===== src/rtl/shift_right_halfword_seq.sv =====
// Sequential per-halfword logical shift right: each of the eight 16-bit lanes is
// shifted by a count derived from the negated low bits of its RB lane, SHIFT_PER_CYCLE bits per cycle.
module shift_right_halfword_seq #(
    parameter int unsigned SHIFT_PER_CYCLE = 1
) (
    input  logic         clk,
    input  logic         reset_n,
    input  logic [127:0] register_RA,
    input  logic [127:0] register_RB,
    input  logic         in_valid,
    output logic         in_ready,
    input  logic         abort,
    output logic [127:0] register_RT,
    output logic         out_valid,
    input  logic         out_ready,
    output logic         busy
);

    localparam logic [4:0] Step = 5'(SHIFT_PER_CYCLE);

    typedef enum logic [1:0] {StIdle, StShift, StDone} state_e;

    state_e            state_q, state_d;
    logic [7:0][15:0]  work_q, work_d;
    logic [7:0][4:0]   rem_q, rem_d;
    logic              ready_q;
    logic              all_zero;

    // Shift amount (0 - rb) mod 32, clamped to 16 since larger counts clear the lane anyway.
    function automatic logic [4:0] clamp_cnt(input logic [15:0] rb);
        logic [4:0] cnt;
        cnt = 5'd0 - rb[4:0];
        return (cnt > 5'd16) ? 5'd16 : cnt;
    endfunction

    function automatic logic [4:0] step_amt(input logic [4:0] rem);
        return (rem < Step) ? rem : Step;
    endfunction

    always_comb begin
        state_d  = state_q;
        work_d   = work_q;
        rem_d    = rem_q;
        all_zero = 1'b1;
        unique case (state_q)
            StIdle: begin
                if (in_valid && ready_q) begin
                    for (int j = 0; j < 8; j++) begin
                        work_d[j] = register_RA[j*16 +: 16];
                        rem_d[j]  = clamp_cnt(register_RB[j*16 +: 16]);
                        if (rem_d[j] != 5'd0) all_zero = 1'b0;
                    end
                    state_d = all_zero ? StDone : StShift;
                end
            end
            StShift: begin
                if (abort) begin
                    state_d = StIdle;
                    work_d  = '0;
                    rem_d   = '0;
                end else begin
                    for (int j = 0; j < 8; j++) begin
                        if (rem_q[j] != 5'd0) begin
                            work_d[j] = work_q[j] >> step_amt(rem_q[j]);
                            rem_d[j]  = rem_q[j] - step_amt(rem_q[j]);
                        end
                        if (rem_d[j] != 5'd0) all_zero = 1'b0;
                    end
                    if (all_zero) state_d = StDone;
                end
            end
            StDone: begin
                if (abort) begin
                    state_d = StIdle;
                    work_d  = '0;
                    rem_d   = '0;
                end else if (out_ready) begin
                    state_d = StIdle;
                end
            end
            default: begin
                state_d = StIdle;
                work_d  = '0;
                rem_d   = '0;
            end
        endcase
    end

    always_ff @(posedge clk or negedge reset_n) begin
        if (!reset_n) begin
            state_q <= StIdle;
            work_q  <= '0;
            rem_q   <= '0;
            ready_q <= 1'b0;
        end else begin
            state_q <= state_d;
            work_q  <= work_d;
            rem_q   <= rem_d;
            ready_q <= 1'b1;
        end
    end

    // ready_q keeps in_ready low until the first edge after reset release.
    assign in_ready    = (state_q == StIdle) && ready_q;
    assign out_valid   = (state_q == StDone);
    assign busy        = (state_q != StIdle);
    assign register_RT = out_valid ? work_q : '0;

endmodule


===== config.mk =====
export PLATFORM = sky130hd
export DESIGN_NAME = shift_right_halfword_seq
export DESIGN_NICKNAME = d
export VERILOG_FILES = /design/src/rtl/shift_right_halfword_seq.sv
export SDC_FILE = /design/constraint.sdc
export NUM_CORES = 1
export LEC_CHECK = 0
export CORE_MARGIN = 5
export CORE_UTILIZATION = 40
export DETAILED_ROUTE_END_ITERATION = 8
export GPL_TIMING_DRIVEN = 0
export PLACE_DENSITY = 0.79
export SLEW_MARGIN = 15
export SYNTH_ARGS = -nofsm -noshare
export SYNTH_HDL_FRONTEND = slang
export SYNTH_SLANG_ARGS = --single-unit

===== constraint.sdc =====
create_clock -name clk -period 2.5 [get_ports clk]
set_clock_uncertainty 0.1 [all_clocks]
set_input_delay 0.75 -clock clk [delete_from_list [all_inputs] [get_ports clk]]
set_output_delay 0.75 -clock clk [all_outputs]
set_load 0.05 [all_outputs]

==> out/results.ini <==
[status]
status = finished with violations
violations = setup timing

[power]
vdd_drop_max_mv = 0.631
p_leak_uw = 0.00761
internal_power_uw = 9350
switching_power_uw = 7300
comb_power_share = 0.523
switching_share = 0.438
p_per_area_nw_per_um2 = 1010
clkPwrFrac = 0.165
p_seq_frac = 0.312

[routing]
num_vias = 11100
drt-vias-per-instance = 5.99
drc_errors = 0
dr.first_iter.drc_count = 1642
routedWlPerCell_um = 22.1
dr.pass1.iters = 8
final_antenna_net_count = 0
wl_um = 40900

[timing]
setup_slack_ps = -280
fin_crit_ps = 2780
setup_violations = 131
tightest_slew_ps = 658
maxSlewHeadroom = 0.562
max_freq_mhz = 360
rsz0062_at_grt = true
min_period_over_period = 1.11
hold_viol = 0
slew_violations = 0

[place]
dpl_cell_area_um2 = 13900
portBuffers = 302
gp_congestion = 0.967
dpl.hpwl_um = 29100

[cells_and_area]
fillers = 1933
final_nets = 1792
final_area_um2 = 16400
area_delta_synth_final_pct = 62.3
multi_input_area_um2 = 5900
postLayoutCoreUtil = 0.656
drive_gt1_frac = 0.350
register_area_um2 = 4290
antenna_cells = 0

[grt]
grt_pass1_wl_um = 60900
grt-ovfl-total = 0
antenna_found_initial = 3
grt_max_degree = 60
grt_pass1_vias = 10900
grtUsageTotal = 0.268

[floorplanning]
fp.dieW_um = 169
pin_count = 392
num_rows = 58
dieHeight_um = 169
coreArea_um2 = 25000
initial_core_util = 0.404
dieArea_um2 = 28600

[clocking]
cts.htree.levels = 4
clock_latency_ps = 430
cts_sinks = 171
cts_buffer_depth = 2
hold_buffers = 0
clk_pin_slew_ps = 70
cts_tree = done
numCtsBuffers = 17
root_buffer = clkbuf_16

[setup_path]
worst_setup_path_end_kind = output pin
path_class = register to output pin
critPathLaunchType = register
cp_max_fo = 10
crit_required_ps = 1650
worst_ep_arrival_time_ps = 1930

[yosys]
synth_top_area_cell = dfrtp_1
synth-warning-count = 0
synthDistinctLibCells = 67
synth-seq-cells = 171
synth_flop_cell = dfrtp_1
synth_top_family_by_area = compound AO/OA/AOI/OAI gates
ys_async_sr_fraction = 1.00
synth_edf_count = 0
yosys.area.top_type_share = 0.423
yosysSeqAreaShare = 0.423
synth_most_common_cell = dfrtp_1
synthAdderAreaFrac = 0.0235
synth_area_leaders = dfrtp_1 (42%), a222oi_1 (9.0%), and2_1 (8.1%)
syn-num-nets = 1399
synth_common_cells = dfrtp_1 (171), inv_1 (136), and2_1 (131)
synth_mux_area_frac = 0.00890
syn_area_um2 = 10100
synthXorXnorAreaFrac = 0.0224
synth_compound_area_frac = 0.242
synth_simple_gate_area_frac = 0.202
syn_inst = 1119
syn_area_per_cell_um2 = 9.05

[job]
cap_viol_max_count = 0

[worst_hold_path]
hold_path_class = primary input to asynchronous set/reset pin

cell type report:
cell class | count | share of cell area
buffer | 63 | 0.0329
clock buffer | 17 | 0.0259
clock inverter | 13 | 0.0102
inverter | 136 | 0.0324
multi-input combinational | 744 | 0.359
sequential | 171 | 0.261
tap | 330 | 0.0251
timing repair buffer | 379 | 0.253
path summary, 6_finish.rpt:
| path | from | end | slack [ps] | cells past startpoint |
|---|---|---|---|---|
| setup / recovery | state_q[1]$_DFFE_PN0P_ | register_RT[33] | -280 | 7 |
| hold / removal | reset_n | rem_q[9]$_DFFE_PN0P_ | 140 | 1 |
| setup reg to reg | rem_q[9]$_DFFE_PN0P_ | state_q[1]$_DFFE_PN0P_ | -40 | 11 |
| hold reg to reg | work_q[32]$_DFFE_PN0P_ | work_q[32]$_DFFE_PN0P_ | 400 | 2 |
| max in group asynchronous | reset_n | work_q[21]$_DFFE_PN0P_ | 1190 | 3 |
| min in group clk | work_q[32]$_DFFE_PN0P_ | work_q[32]$_DFFE_PN0P_ | 400 | 2 |
power groups by stage:
| stage | sequential, uW | combinational (uW) | clock [uW] |
|---|---|---|---|
| finish | 5200 | 8700 | 2750 |
| global route | 5320 | 9400 | 2880 |
| CTS | 5100 | 7890 | 2770 |
| detailed placement | 5090 | 6890 | 0 |
| global placement | 5070 | 6660 | 0 |
| floorplan | 4740 | 4840 | 0 |
metrics by stage:
| stage | worst slack (ps) | std cells | total power (uW) | hold WS [ps] | setup TNS [ps] |
|---|---|---|---|---|---|
| after detailed placement | -1500 | 1753 | 12000 | 371 | -314230 |
| after CTS | -252 | 1825 | 15800 | 159 | -27960 |
| after floorplan | -60.7 | 1119 | 9580 | 342 | -60.7 |
| final | -280 | 1853 | 16700 | 140 | -26770 |
| after global routing | -318 | 1853 | 17600 | 170 | -32280 |
| after global placement | -6730 | 1751 | 11700 | 365 | -1449470 |
logic make-up (layout without fill, tap and decap cells):
family / count (synthesis) / after routing
simple gates: 372 / 372
fa+ha+maj: 19 / 19
buf+inv: 204 / 608
other cells: 1 / 1
compound gates: 318 / 318
mux: 9 / 9
flops: 171 / 171
xor+xnor: 25 / 25
state kept, by name (all words and copies together), names as in the netlist:
name     flops
ready_q      1
rem_q       40
state_q      2
work_q     128
metal layers:
| metal | vias to the layer above | global-route usage | part of all wire |
|---|---|---|---|
| met2 | 717 | 0.449 | 0.48 |
| met3 | 134 | 0.0698 | 0.11 |
| met5 | - | 0 | 0.00069 |
| met1 | 5337 | 0.335 | 0.37 |
| li1 | 4898 | - | - |
| met4 | 6 | 0.0956 | 0.037 |
cells in the final DEF (no fill, tap or decap), types with 8 or more instances in the layout:
cell type / count
clkbuf_2: 17
dfrtp_2: 12
dlygate4sd2_1: 12
nor2b_1: 9
inv_2: 8
o22ai_1: 25
clkbuf_1: 13
nor2_1: 48
a21oi_1: 20
dfrtp_1: 159
a22o_1: 17
nand2_1: 69
and2_1: 15
and2_2: 43
a222oi_1: 91
buf_4: 77
clkdlybuf4s50_1: 144
buf_2: 9
clkbuf_16: 25
o21a_1: 9
o21ai_0: 55
a31oi_1: 12
buf_8: 91
nor3_1: 32
buf_6: 46
mux2i_1: 8
a221o_1: 15
xnor2_1: 13
inv_1: 125
and2_4: 73
a22oi_1: 16
critical path: stages, from the launching register on:
cell       delay, ps
dfrtp_2          420
clkbuf_16        140
nor2b_4          120
buf_12           130
clkbuf_16        160
clkbuf_16        160
and2_2           200
buf_6            150
what timing repair did:
action / in CTS / in global routing
endpoints found under the setup margin: 294 / 222
resized for setup: 1181 / 163
gates cloned: 2 / 5
pin swaps: 43 / 36
buffers inserted: 43 / 25
Power figures use the tool's default switching activity.
